$ cat config.mk
export PLATFORM = sky130hd
export DESIGN_NAME = sap1_controller
export DESIGN_NICKNAME = d
export VERILOG_FILES = /design/src/rtl/sap1_pkg.sv /design/src/rtl/sap1_step_sync.sv /design/src/rtl/sap1_controller.sv
export SDC_FILE = /design/constraint.sdc
export NUM_CORES = 1
export LEC_CHECK = 0
export CORE_UTILIZATION = 38
export CTS_CLUSTER_SIZE = 25
export DETAILED_ROUTE_END_ITERATION = 6
export PLACE_DENSITY = 0.73
export SKIP_LAST_GASP = 1
export SLEW_MARGIN = 30
export SYNTH_ARGS = -nofsm -noshare
export SYNTH_HDL_FRONTEND = slang
export SYNTH_SLANG_ARGS = --single-unit
$ cat constraint.sdc
create_clock -name i_clk -period 2.1 [get_ports i_clk]
set_input_delay 0.42 -clock i_clk [delete_from_list [all_inputs] [get_ports i_clk]]
set_output_delay 0.42 -clock i_clk [all_outputs]
set_load 0.01 [all_outputs]
$ cat src/rtl/sap1_pkg.sv
// Shared constants for the SAP-1 controller: opcodes, control-word bit
// positions, one-hot T-states and the control words for each micro-step.
package sap1_pkg;

    // Opcodes taken from IR[7:4]
    localparam logic [3:0] OP_LDA = 4'b0000;
    localparam logic [3:0] OP_ADD = 4'b0001;
    localparam logic [3:0] OP_SUB = 4'b0010;
    localparam logic [3:0] OP_OUT = 4'b1110;
    localparam logic [3:0] OP_HLT = 4'b1111;

    // Control-word bit positions
    localparam int unsigned CON_CP = 11;
    localparam int unsigned CON_EP = 10;
    localparam int unsigned CON_LM = 9;
    localparam int unsigned CON_CE = 8;
    localparam int unsigned CON_LI = 7;
    localparam int unsigned CON_EI = 6;
    localparam int unsigned CON_LA = 5;
    localparam int unsigned CON_EA = 4;
    localparam int unsigned CON_SU = 3;
    localparam int unsigned CON_EU = 2;
    localparam int unsigned CON_LB = 1;
    localparam int unsigned CON_LO = 0;

    // One-hot ring positions, bit0 = T1
    localparam logic [5:0] TS_T1 = 6'b000001;
    localparam logic [5:0] TS_T2 = 6'b000010;
    localparam logic [5:0] TS_T3 = 6'b000100;
    localparam logic [5:0] TS_T4 = 6'b001000;
    localparam logic [5:0] TS_T5 = 6'b010000;
    localparam logic [5:0] TS_T6 = 6'b100000;
    localparam logic [5:0] TS_HALT = 6'b000000;

    typedef enum logic [5:0] {
        ST_T1   = TS_T1,
        ST_T2   = TS_T2,
        ST_T3   = TS_T3,
        ST_T4   = TS_T4,
        ST_T5   = TS_T5,
        ST_T6   = TS_T6,
        ST_HALT = TS_HALT
    } tstate_t;

    // Control words per micro-step
    localparam logic [11:0] CON_IDLE     = '0;
    localparam logic [11:0] CON_FETCH_T1 = (12'd1 << CON_EP) | (12'd1 << CON_LM);
    localparam logic [11:0] CON_FETCH_T2 = (12'd1 << CON_CP);
    localparam logic [11:0] CON_FETCH_T3 = (12'd1 << CON_CE) | (12'd1 << CON_LI);
    localparam logic [11:0] CON_ADDR_T4  = (12'd1 << CON_EI) | (12'd1 << CON_LM);
    localparam logic [11:0] CON_LDA_T5   = (12'd1 << CON_CE) | (12'd1 << CON_LA);
    localparam logic [11:0] CON_ARITH_T5 = (12'd1 << CON_CE) | (12'd1 << CON_LB);
    localparam logic [11:0] CON_ADD_T6   = (12'd1 << CON_LA) | (12'd1 << CON_EU);
    localparam logic [11:0] CON_SUB_T6   = (12'd1 << CON_LA) | (12'd1 << CON_SU) | (12'd1 << CON_EU);
    localparam logic [11:0] CON_OUT_T4   = (12'd1 << CON_EA) | (12'd1 << CON_LO);

endpackage

$ cat src/rtl/sap1_step_sync.sv
// Single-step input conditioning: 2-FF synchroniser followed by a rising-edge
// detector. step_pulse is high for one clock, two edges after step_async rises,
// so the ring moves on the third edge.
module sap1_step_sync (
    input  logic clk,
    input  logic rst_n,
    input  logic step_async,
    output logic step_pulse
);

    logic meta;
    logic sync;
    logic sync_prev;

    // Synchronise the asynchronous step request and keep one sample of history
    always_ff @(posedge clk or negedge rst_n) begin
        if (!rst_n) begin
            meta      <= 1'b0;
            sync      <= 1'b0;
            sync_prev <= 1'b0;
        end else begin
            meta      <= step_async;
            sync      <= meta;
            sync_prev <= sync;
        end
    end

    assign step_pulse = sync & ~sync_prev;

endmodule

$ cat src/rtl/sap1_controller.sv
// SAP-1 controller-sequencer: six-state one-hot ring plus halt flag, with the
// control word decoded from the ring position and the IR opcode.
// Optional single-step mode: define SAP1_CTRL_SINGLE_STEP_EN to add i_step.
module sap1_controller
    import sap1_pkg::*;
(
    input  logic        i_clk,
    input  logic        i_reset_n,
    input  logic [3:0]  i_opcode,
`ifdef SAP1_CTRL_SINGLE_STEP_EN
    input  logic        i_step,
`endif
    output logic [11:0] o_con,
    output logic [5:0]  o_tstate,
    output logic        o_halt
);

    tstate_t     state;
    logic        halt;
    logic        advance;
    logic [11:0] con;

`ifdef SAP1_CTRL_SINGLE_STEP_EN
    sap1_step_sync u_step_sync (
        .clk        (i_clk),
        .rst_n      (i_reset_n),
        .step_async (i_step),
        .step_pulse (advance)
    );
`else
    assign advance = 1'b1;
`endif

    // Ring sequencer; HLT leaves the ring empty and freezes until reset
    always_ff @(posedge i_clk or negedge i_reset_n) begin
        if (!i_reset_n) begin
            state <= ST_T1;
            halt  <= 1'b0;
        end else if (advance && !halt) begin
            case (state)
                ST_T1: state <= ST_T2;
                ST_T2: state <= ST_T3;
                ST_T3: state <= ST_T4;
                ST_T4: begin
                    if (i_opcode == OP_HLT) begin
                        state <= ST_HALT;
                        halt  <= 1'b1;
                    end else begin
                        state <= ST_T5;
                    end
                end
                ST_T5: state <= ST_T6;
                ST_T6: state <= ST_T1;
                default: state <= state;
            endcase
        end
    end

    // Control-word decode from ring position and opcode
    always_comb begin
        con = CON_IDLE;
        case (state)
            ST_T1: con = CON_FETCH_T1;
            ST_T2: con = CON_FETCH_T2;
            ST_T3: con = CON_FETCH_T3;
            ST_T4: begin
                case (i_opcode)
                    OP_LDA, OP_ADD, OP_SUB: con = CON_ADDR_T4;
                    OP_OUT:                 con = CON_OUT_T4;
                    default:                con = CON_IDLE;
                endcase
            end
            ST_T5: begin
                case (i_opcode)
                    OP_LDA:         con = CON_LDA_T5;
                    OP_ADD, OP_SUB: con = CON_ARITH_T5;
                    default:        con = CON_IDLE;
                endcase
            end
            ST_T6: begin
                case (i_opcode)
                    OP_ADD:  con = CON_ADD_T6;
                    OP_SUB:  con = CON_SUB_T6;
                    default: con = CON_IDLE;
                endcase
            end
            default: con = CON_IDLE;
        endcase
    end

    assign o_con    = con;
    assign o_tstate = state;
    assign o_halt   = halt;

endmodule

==> reports/qor.csv, run 1 <==
stage;metric;value;unit
finish;commonest non-fill, non-tap cell in the layout;buf_4;
finish;NumNets Final;114;
finish;share of cells above drive strength 1;49.5;%
detailed_routing;Initial DRT Pass Iterations;4;
detailed_routing;ANT nets after route;0;
finish;most frequent cells in the layout;buf_4 (22), clkdlybuf4s50_1 (12), nor2_1 (7), nand2_1 (7), clkbuf_2 (7);
synthesis;Mapped Nets;65;
synthesis;Synth Instances;59;
synthesis;EDFF count, synth;0;
critical_path;CP arrival;1.71;ns
cts;clk sinks;7;
finish;diode count;0;
grt;initial antenna violation count;0;
synthesis;yosys warns;0;
grt;GRT Residual Overflow;0;
die;CORE AREA;1190;µm²
timing;Tightest Pin Transition;0.321;ns
synthesis;sequential share of the synthesized area;34.3;%
detailed_routing;Routed WL;1670;µm
synthesis;Mean Syn Cell Area;8.72;µm²
die;die footprint;1500;µm²
synthesis;synth top area cells;dfrtp_1 (29%), mux2_2 (6.6%), nand2_1 (5.8%), nor2_1 (5.8%), dfstp_2 (5.1%);
synthesis;Synth area leader;dfrtp_1;
power_and_ir_drop;worst vdd ir;0.466;mV
die;starting density of the core;43.4;%
timing;endpoints failing setup;1;
critical_path;Slowest cell on crit path;clkdlybuf4s50_1;
synthesis;Synth Register Bits;7;
timing;Setup WS post-layout;-0.0285;ns
power_and_ir_drop;pwr/cell area;306;nW/µm²
cts;CTS clk-pin slew, worst paths;0.05;ns
grt;first-pass GRT wire length;2410;µm
synthesis;Post-synth top flop;dfrtp_1;
die;cell row count;12;
critical_path;Critical Path Fanout Max;5;
grt;largest net degree at the start of global routing;8;
critical_path;CP peak stage delay;0.48;ns
cts;H-tree levels;1;
timing;Max Slew Vio Count;0;
outcome;outcome;complete, but fails checks;
detailed_routing;DR WL/cell;13.8;µm
finish;Final Util;79.9;%
place;Port-buffer cells;24;
critical_path;endpoint class of the critical path;output port;
worst_hold_path;Tightest Hold Check Type;in -> async;
critical_path;WS Path Type;in -> out;
critical_path;CP bufs+invs;3;
critical_path;data required time of the critical path;1.68;ns
synthesis;Syn Std Cell Area;514;µm²
critical_path;CP startpoint kind;input port;
cts;CTS tree;done;
die;Die W;38.8;µm
critical_path;Reg2Reg Setup Slack;0.41;ns
outcome;failing checks;negative setup slack;
critical_path;Worst Reg2Reg Path Length in Cells;4;
detailed_routing;Vias;651;
cts;CTS max path bufs;2;
critical_path;worst r2r src;o_tstate[5];
critical_path;Top delay family on crit path;buffers and inverters;
grt;Total Routing Usage GR;23.6;%
timing;Hold Fails Final Rpt;0;
place;Final Wtd Congestion;0.828;
place;detailed placer's ending HPWL;1180;µm
place;placed cell count;115;
cts;CTS buffer count;3;
synthesis;Post-synth ARST share;100;%
cts;Worst-Skew Late Latency;0.25;ns
die;die height;38.8;µm
job;MaxCap Viol Count;0;
detailed_routing;detailed-route DRC error count;0;
finish;Non-Filler Instances;121;
timing;clock skew;0.00610;ns
cts;root buf cell;clkbuf_4;
cts;Post-CTS Hold Buffers;0;
synthesis;Netlist cell types;30;
finish;Layout Area Growth over Synthesis;84.2;%
synthesis;top cell type's share of synthesized area;29.2;%
power_and_ir_drop;Leak Pwr;0.461;nW
timing;maximum clock frequency;0.470;GHz
timing;Max transition margin;78.3;%
timing;Period minus WS final;2.13;ns
critical_path;critical-path cell list;clkdlybuf4s50_1, buf_4, nor2b_2, o21ai_0, a21oi_2, buf_2;
detailed_routing;Starting DRT DRC Count;14;
timing;unrepaired setup endpoints after global routing;yes;
critical_path;r2r endpoint;o_tstate[1];
detailed_routing;Vias/cell;5.38;
grt;vias in the first global route;584;
die;# IOs;25;
timing;period utilisation layout;101;%
## where the power goes
part | leakage [nW] | switching [mW] | internal (mW)
Sequential | 0.0856 | 0 | 0.135
Clock | 0.0150 | 0.0456 | 0.0723
Combinational | 0.360 | 0.0163 | 0.0201
## through the flow
stage / setup WS (ns) / hold slack [ns] / power (mW) / TNS (ns) / area (µm²)
2_1_floorplan: 0.185 / 0.124 / 0.144 / 0 / 514
3_3_place_gp: -0.499 / 0.627 / 0.169 / -2.43 / 910
3_5_place_dp: -0.548 / 0.638 / 0.170 / -2.67 / 910
4_1_cts: -0.272 / 0.422 / 0.292 / -0.317 / 953
5_1_grt: -0.0908 / 0.441 / 0.305 / -0.103 / 947
6_report: -0.0285 / 0.422 / 0.290 / -0.0285 / 947
## how the worst max path moves through the flow
stage                     start  endpoint  slack [ns]  depth (start not counted)
floorplan           o_tstate[2]  o_con[9]        0.18                          3
global placement    i_opcode[1]  o_con[5]       -0.50                          4
detailed placement  i_opcode[1]  o_con[5]       -0.55                          4
CTS                 i_opcode[1]  o_con[5]       -0.27                          4
global route        i_opcode[1]  o_con[5]       -0.09                          6
finish              i_opcode[1]  o_con[5]       -0.03                          6
## state kept, by name (all words and copies together), names as in the netlist
name and count:
o_halt 1, o_tstate 6
## layer usage
layer / vias to the layer above / GRT usage [%] / wire [µm]
met5: - / 0 / 0
met4: 0 / 7.76 / 21
met3: 2 / 5.20 / 68
met2: 28 / 42.1 / 919
met1: 308 / 27.3 / 662
li1: 313 / - / -
## kinds of logic (layout without fill, tap and decap cells)
family,after synthesis,after routing,share of synthesized area [%]
simple gates,37,37,44.0
buf+inv,3,51,3.16
mux,4,4,8.76
compound gates,8,8,9.73
flops,7,7,34.3
## synth_stat cells, types with 2 or more instances
library cell and count:
nor2b_1 3, o21ai_0 2, nor2_1 8, mux2_2 3, nor3_1 4, a21oi_1 2
dfrtp_1 6, nand2_1 8, nor3b_1 2
## layout make-up
class,count,area (µm²)
multi-input combinational,49,363
timing repair buffer,46,358
inverter,1,3.75
tap,14,17.5
clock buffer,4,26.3
fill,89,239
sequential,7,179
## what timing repair did
action,in CTS,in global routing
resized for setup,24,23
setup buffers,1,1
endpoints found under the hold margin,0,0
pin swaps,2,1
endpoints found under the setup margin,12,10
Note: power is estimated with default switching activity, not from simulation.
==> run 2, diff against run 1 <==
Settings changed: CORE_MARGIN set to 2, CTS_BUF_LIST set to sky130_fd_sc_hd__clkbuf_16, SLEW_MARGIN 30 to unset.
==> run 2 against run 1 <==
Effect of this change:
- the run now ends clean
- total power up 69%
- sequential share of layout area down 1.8 points
- highest routed layer unchanged
- worst setup slack better by 0.059 ns
==> reports/qor.csv, run 2 (same netlist as run 1, synthesis figures left out) <==
stage;metric;value;unit;change
cts;root buf cell;clkbuf_16;;was clkbuf_4
finish;most frequent cells in the layout;buf_4 (24), clkdlybuf4s50_1 (10), nor2_1 (7), nand2_1 (7), clkbuf_2 (6);;was buf_4 (22), clkdlybuf4s50_1 (12), nor2_1 (7), nand2_1 (7), clkbuf_2 (7)
cts;CTS max path bufs;2;;unchanged
die;Die W;40.8;µm;was 38.8 µm
timing;Tightest Pin Transition;0.305;ns;was 0.321 ns
detailed_routing;Vias;682;;was 651
critical_path;CP peak stage delay;0.48;ns;about the same
critical_path;Slowest cell on crit path;or4b_4;;was clkdlybuf4s50_1
die;CORE AREA;1280;µm²;was 1190 µm²
critical_path;endpoint class of the critical path;output port;;unchanged
finish;Non-Filler Instances;126;;was 121
critical_path;data required time of the critical path;1.68;ns;about the same
die;# IOs;25;;unchanged
grt;largest net degree at the start of global routing;8;;unchanged
cts;clk sinks;7;;unchanged
outcome;outcome;completed;;was complete, but fails checks
timing;unrepaired setup endpoints after global routing;yes;;unchanged
grt;initial antenna violation count;0;;unchanged
finish;register area;179;µm²;unchanged
place;Final Wtd Congestion;0.839;;was 0.828
place;Port-buffer cells;24;;unchanged
die;cell row count;13;;was 12
critical_path;CP arrival;1.65;ns;was 1.71 ns
timing;maximum clock frequency;0.483;GHz;was 0.470 GHz
finish;Layout Area Growth over Synthesis;103;%;was 84.2%
timing;Period minus WS final;2.07;ns;was 2.13 ns
timing;clock skew;0.00451;ns;was 0.00610 ns
detailed_routing;DR WL/cell;14.7;µm;was 13.8 µm
finish;FILL cells;82;;was 89
grt;Total Routing Usage GR;25.4;%;was 23.6%
grt;vias in the first global route;607;;was 584
die;die height;40.8;µm;was 38.8 µm
critical_path;worst r2r src;o_tstate[5];;unchanged
power_and_ir_drop;worst vdd ir;0.871;mV;was 0.466 mV
detailed_routing;ANT nets after route;0;;unchanged
cts;Worst-Skew Late Latency;0.23;ns;was 0.25 ns
place;placed cell count;116;;was 115
power_and_ir_drop;Leak Pwr;0.526;nW;was 0.461 nW
detailed_routing;Routed WL;1850;µm;was 1670 µm
detailed_routing;Starting DRT DRC Count;13;;was 14
cts;H-tree levels;1;;unchanged
timing;period utilisation layout;98.6;%;was 101%
grt;first-pass GRT wire length;2620;µm;was 2410 µm
critical_path;critical-path cell list;buf_4, buf_4, or4b_4, a21oi_2, buf_2;;was clkdlybuf4s50_1, buf_4, nor2b_2, o21ai_0, a21oi_2, buf_2
finish;diode count;0;;unchanged
critical_path;r2r endpoint;o_tstate[1];;unchanged
critical_path;CP startpoint kind;register;;was input port
critical_path;Worst Reg2Reg Path Length in Cells;4;;unchanged
critical_path;WS Path Type;reg -> out;;was in -> out
worst_hold_path;Tightest Hold Check Type;in -> async;;unchanged
finish;share of cells above drive strength 1;51.4;%;was 49.5%
critical_path;Reg2Reg Setup Slack;0.44;ns;was 0.41 ns
timing;Max Slew Vio Count;0;;unchanged
timing;Max transition margin;79.6;%;was 78.3%
critical_path;Critical Path Fanout Max;4;;was 5
finish;Final Util;81.4;%;was 79.9%
finish;max reg flops;6;;unchanged
critical_path;Crit path top cell by count;buf_4;;
finish;NumNets Final;118;;was 114
timing;endpoints failing setup;0;;was 1
detailed_routing;Initial DRT Pass Iterations;4;;unchanged
job;MaxCap Viol Count;0;;unchanged
detailed_routing;detailed-route DRC error count;0;;unchanged
power_and_ir_drop;pwr/cell area;469;nW/µm²;was 306 nW/µm²
timing;Hold Fails Final Rpt;0;;unchanged
cts;CTS buffer count;3;;unchanged
finish;commonest non-fill, non-tap cell in the layout;buf_4;;unchanged
place;detailed placer's ending HPWL;1190;µm;was 1180 µm
finish;area taken by multi-input logic gates;367;µm²;was 363 µm²
cts;CTS clk-pin slew, worst paths;0.04;ns;was 0.05 ns
die;starting density of the core;40.0;%;was 43.4%
grt;GRT Residual Overflow;0;;unchanged
critical_path;crit path launch;o_tstate[5];;was i_opcode[1]
detailed_routing;Vias/cell;5.41;;was 5.38
die;die footprint;1660;µm²;was 1500 µm²
cts;CTS tree;done;;unchanged
==> run 2: changes by cell type in the layout (fill, tap and decap cells not counted), sizes merged <==
| cell | before | now |
|---|---|---|
| clkbuf | 11 | 9 |
| buf | 24 | 29 |
| clkdlybuf4s15 | 1 | 0 |
| dlygate4sd2 | 2 | 3 |
| dlymetal6s2s | 0 | 2 |
| inv | 1 | 2 |
| clkdlybuf4s50 | 12 | 10 |
==> run 2: repair_timing <==
item | 4_1_cts | 5_1_grt
pin swaps | 2 | 4
hold buffers | 0 | 0
buffers inserted | 3 | 3
endpoints found under the setup margin | 12 | 10
gates resized for setup | 24 | 27
==> run 2: worst max-delay path by stage <==
stage / slack [ns] / to
finish: 0.03 / o_con[5]
global route: -0.03 / o_con[5]
CTS: -0.28 / o_con[5]
global placement: -0.51 / o_con[5]
detailed placement: -0.52 / o_con[5]
floorplan: 0.18 / o_con[9]
==> run 2: final cells by class <==
type                            count  area share [%]
Timing Repair Buffer               50            38.2
Tap cell                           15            1.79
Clock inverter                      1           0.359
Clock buffer                        3            7.18
Sequential cell                     7            17.1
Inverter                            1           0.359
Multi-Input combinational cell     49            35.0
==> run 2: critical path, delay by kind of cell (launching register included) <==
kind,cells,cell delay [ns]
AO/OA/AOI/OAI,1,0.12
buffers and inverters,3,0.40
AND/OR/NAND/NOR,1,0.48
flip-flops,1,0.42
==> run 2: metrics by stage <==
stage               cell area [µm²]  setup slack [ns]  TNS (ns)  total power [mW]  hold WS, ns
finish                         1050            0.0302         0             0.491        0.443
CTS                            1030            -0.276    -0.300             0.491        0.451
global placement                911            -0.508     -2.36             0.168        0.589
detailed placement              911            -0.523     -2.62             0.169        0.585
floorplan                       514             0.185         0             0.144        0.124
global route                   1050           -0.0282   -0.0282             0.509        0.461
==> run 2: routing by layer <==
layer | track usage [%] | part of all wire (%)
met1 | 27.9 | 44
met2 | 44.5 | 51
met3 | 4.89 | 3.6
met4 | 15.0 | 2.0
met5 | 0 | 0
==> run 2: power breakdown <==
| group | switching (mW) | internal (mW) |
|---|---|---|
| Clock | 0.0717 | 0.248 |
| Sequential | 0 | 0.136 |
| Combinational | 0.0163 | 0.0194 |
| Total | 0.0880 | 0.403 |
==> run 3, diff against run 2 <==
Settings changed: CORE_MARGIN 2 to 4.
==> run 3 against run 2 <==
Effect of this change:
- the run now ends with negative setup slack left
- first-iteration DRC count did not move
- via count fell by 1.5%
- maximum frequency fell by 3.7%
- combinational power rose by 6.5%
- sequential power barely moved
- die area rose by 21%
- total power rose by 1.2%
- routed wire length rose by 6.7%
- clock skew barely moved
- cell area fell by 4.1%
- critical endpoint is now o_con[11]
- largest cell class is now multi-input gates
- highest routed layer unchanged
==> reports/qor.csv, run 3 (same netlist as run 1, synthesis figures left out) <==
stage;metric;value;unit;change
outcome;outcome;complete, but fails checks;;was completed
outcome;failing checks;negative setup slack;;
critical_path;crit path launch;o_tstate[5];;unchanged
cts;CTS max path bufs;2;;unchanged
cts;CTS clk-pin slew, worst paths;0.04;ns;about the same
grt;largest net degree at the start of global routing;9;;was 8
die;CORE AREA;1190;µm²;was 1280 µm²
cts;CTS buffer count;3;;unchanged
timing;unrepaired setup endpoints after global routing;yes;;unchanged
cts;CTS tree;done;;unchanged
cts;Worst-Skew Late Latency;0.24;ns;was 0.23 ns
critical_path;WS Path Type;reg -> out;;unchanged
detailed_routing;detailed-route DRC error count;0;;unchanged
power_and_ir_drop;clock group share of total power;65.0;%;was 65.1%
timing;Fin Hold WS;0.442;ns;was 0.443 ns
place;Final Wtd Congestion;0.847;;was 0.839
critical_path;critical-path cell list;or4_4, buf_4, nor3b_2, clkbuf_2;;was buf_4, buf_4, or4b_4, a21oi_2, buf_2
timing;maximum clock frequency;0.465;GHz;was 0.483 GHz
critical_path;data required time of the critical path;1.68;ns;about the same
cts;H-tree levels;1;;unchanged
timing;Max transition margin;79.2;%;was 79.6%
timing;Setup WS post-layout;-0.0502;ns;was 0.0302 ns
finish;Final Cell Area;1000;µm²;was 1050 µm²
finish;FILL cells;81;;was 82
detailed_routing;Vias;672;;was 682
die;die footprint;2010;µm²;was 1660 µm²
power_and_ir_drop;Internal;0.404;mW;was 0.403 mW
die;# IOs;25;;unchanged
critical_path;Slowest cell on crit path;or4_4;;was or4b_4
detailed_routing;Initial DRT Pass Iterations;4;;unchanged
power_and_ir_drop;Comb power frac;7.6;%;was 7.3%
place;detailed placer's ending HPWL;1370;µm;was 1190 µm
critical_path;worst r2r src;o_tstate[5];;unchanged
finish;max reg flops;6;;unchanged
finish;NumNets Final;114;;was 118
die;starting density of the core;43.4;%;was 40.0%
detailed_routing;DR WL/cell;16.3;µm;was 14.7 µm
power_and_ir_drop;pwr/cell area;495;nW/µm²;was 469 nW/µm²
timing;Period minus WS final;2.15;ns;was 2.07 ns
die;die height;44.8;µm;was 40.8 µm
critical_path;CP startpoint kind;register;;unchanged
power_and_ir_drop;Net Sw Frac;18.7;%;was 17.9%
timing;period utilisation layout;102;%;was 98.6%
timing;Tightest Pin Transition;0.307;ns;was 0.305 ns
detailed_routing;ANT nets after route;0;;unchanged
detailed_routing;Starting DRT DRC Count;13;;unchanged
timing;Hold Fails Final Rpt;0;;unchanged
timing;endpoints failing setup;2;;was 0
timing;clock skew;0.00401;ns;was 0.00451 ns
place;DP Area;910;µm²;was 911 µm²
detailed_routing;Vias/cell;5.55;;was 5.41
grt;GRT Residual Overflow;0;;unchanged
grt;initial antenna violation count;0;;unchanged
critical_path;endpoint class of the critical path;output port;;unchanged
finish;share of cells above drive strength 1;51.4;%;about the same
place;Port-buffer cells;24;;unchanged
critical_path;CP arrival;1.73;ns;was 1.65 ns
grt;vias in the first global route;666;;was 607
finish;Layout Area Growth over Synthesis;95.1;%;was 103%
grt;Total Routing Usage GR;21.3;%;was 25.4%
grt;first-pass GRT wire length;2950;µm;was 2620 µm
timing;Max Slew Vio Count;0;;unchanged
finish;most frequent cells in the layout;buf_4 (22), clkdlybuf4s50_1 (12), nor2_1 (7), nand2_1 (7), clkbuf_2 (7);;was buf_4 (24), clkdlybuf4s50_1 (10), nor2_1 (7), nand2_1 (7), clkbuf_2 (6)
detailed_routing;Routed WL;1970;µm;was 1850 µm
power_and_ir_drop;Flop pwr share;27.3;%;was 27.7%
power_and_ir_drop;worst vdd ir;0.621;mV;was 0.871 mV
finish;diode count;0;;unchanged
finish;commonest non-fill, non-tap cell in the layout;buf_4;;unchanged
place;pre-CTS setup slack;-0.546;ns;was -0.523 ns
die;Die W;44.8;µm;was 40.8 µm
power_and_ir_drop;Leak Pwr;0.483;nW;was 0.526 nW
critical_path;Critical Path Fanout Max;7;;was 4
critical_path;CP peak stage delay;0.59;ns;was 0.48 ns
cts;Post-CTS Hold Buffers;0;;unchanged
job;MaxCap Viol Count;0;;unchanged
cts;root buf cell;clkbuf_16;;unchanged
worst_hold_path;Tightest Hold Check Type;in -> async;;unchanged
timing;Sum Neg Setup Slack;-0.0780;ns;was 0 ns
cts;clk sinks;7;;unchanged
die;cell row count;12;;was 13
power_and_ir_drop;Net Sw Power;0.0926;mW;was 0.0880 mW
-- run 3: layer usage --
metal | vias to the layer above | wire, µm | track usage [%]
li1 | 314 | - | -
met5 | - | 0 | 0
met3 | 7 | 86 | 6.77
met2 | 26 | 1020 | 35.8
met4 | 0 | 65 | 15.2
met1 | 325 | 795 | 22.1
-- run 3: what timing repair did --
| action | in CTS | in global routing |
|---|---|---|
| pin swaps | 1 | 4 |
| buffers inserted | 0 | 2 |
| endpoints found under the setup margin | 12 | 9 |
| resized for setup | 28 | 23 |
-- run 3: power groups by stage --
stage	clock network, mW	logic (mW)	registers, mW
final	0.323	0.0379	0.136
after global routing	0.336	0.0403	0.136
after CTS	0.324	0.0355	0.136
after detailed placement	0	0.0332	0.137
after global placement	0	0.0318	0.137
after floorplan	0	0.00642	0.137
-- run 3: path summary, 6_finish.rpt --
kind / end / slack (ns) / cells after the start
worst min register to register: o_tstate[5] / 0.62 / 1
min in group i_clk: o_tstate[5] / 0.62 / 1
worst min-delay path: o_tstate[3] / 0.44 / 1
worst max register to register: o_tstate[1] / 0.36 / 4
max in group asynchronous: o_tstate[0] / 1.38 / 1
worst max-delay path: o_con[11] / -0.05 / 4
-- run 3: critical path: cells and delay by family, from the launching register on --
kind | cells | cell delay, ns
and+or+nand+nor | 2 | 0.75
buffers and inverters | 2 | 0.31
DFF | 1 | 0.44
-- run 3: layout make-up --
class                           instances  area [µm²]  share of cell area [%]
Multi-Input combinational cell         49         372                    37.0
Timing Repair Buffer                   46         353                    35.2
Sequential cell                         7         179                    17.8
Clock buffer                            3        75.1                    7.48
Tap cell                               14        17.5                    1.75
Clock inverter                          1        3.75                   0.374
Inverter                                1        3.75                   0.374
-- run 3: stage by stage --
step	total power, mW	utilization [%]	std cells
2_1_floorplan	0.144	-	59
3_3_place_gp	0.169	76.7	115
3_5_place_dp	0.171	76.7	115
4_1_cts	0.496	84.3	119
5_1_grt	0.512	84.6	121
6_report	0.497	84.6	121
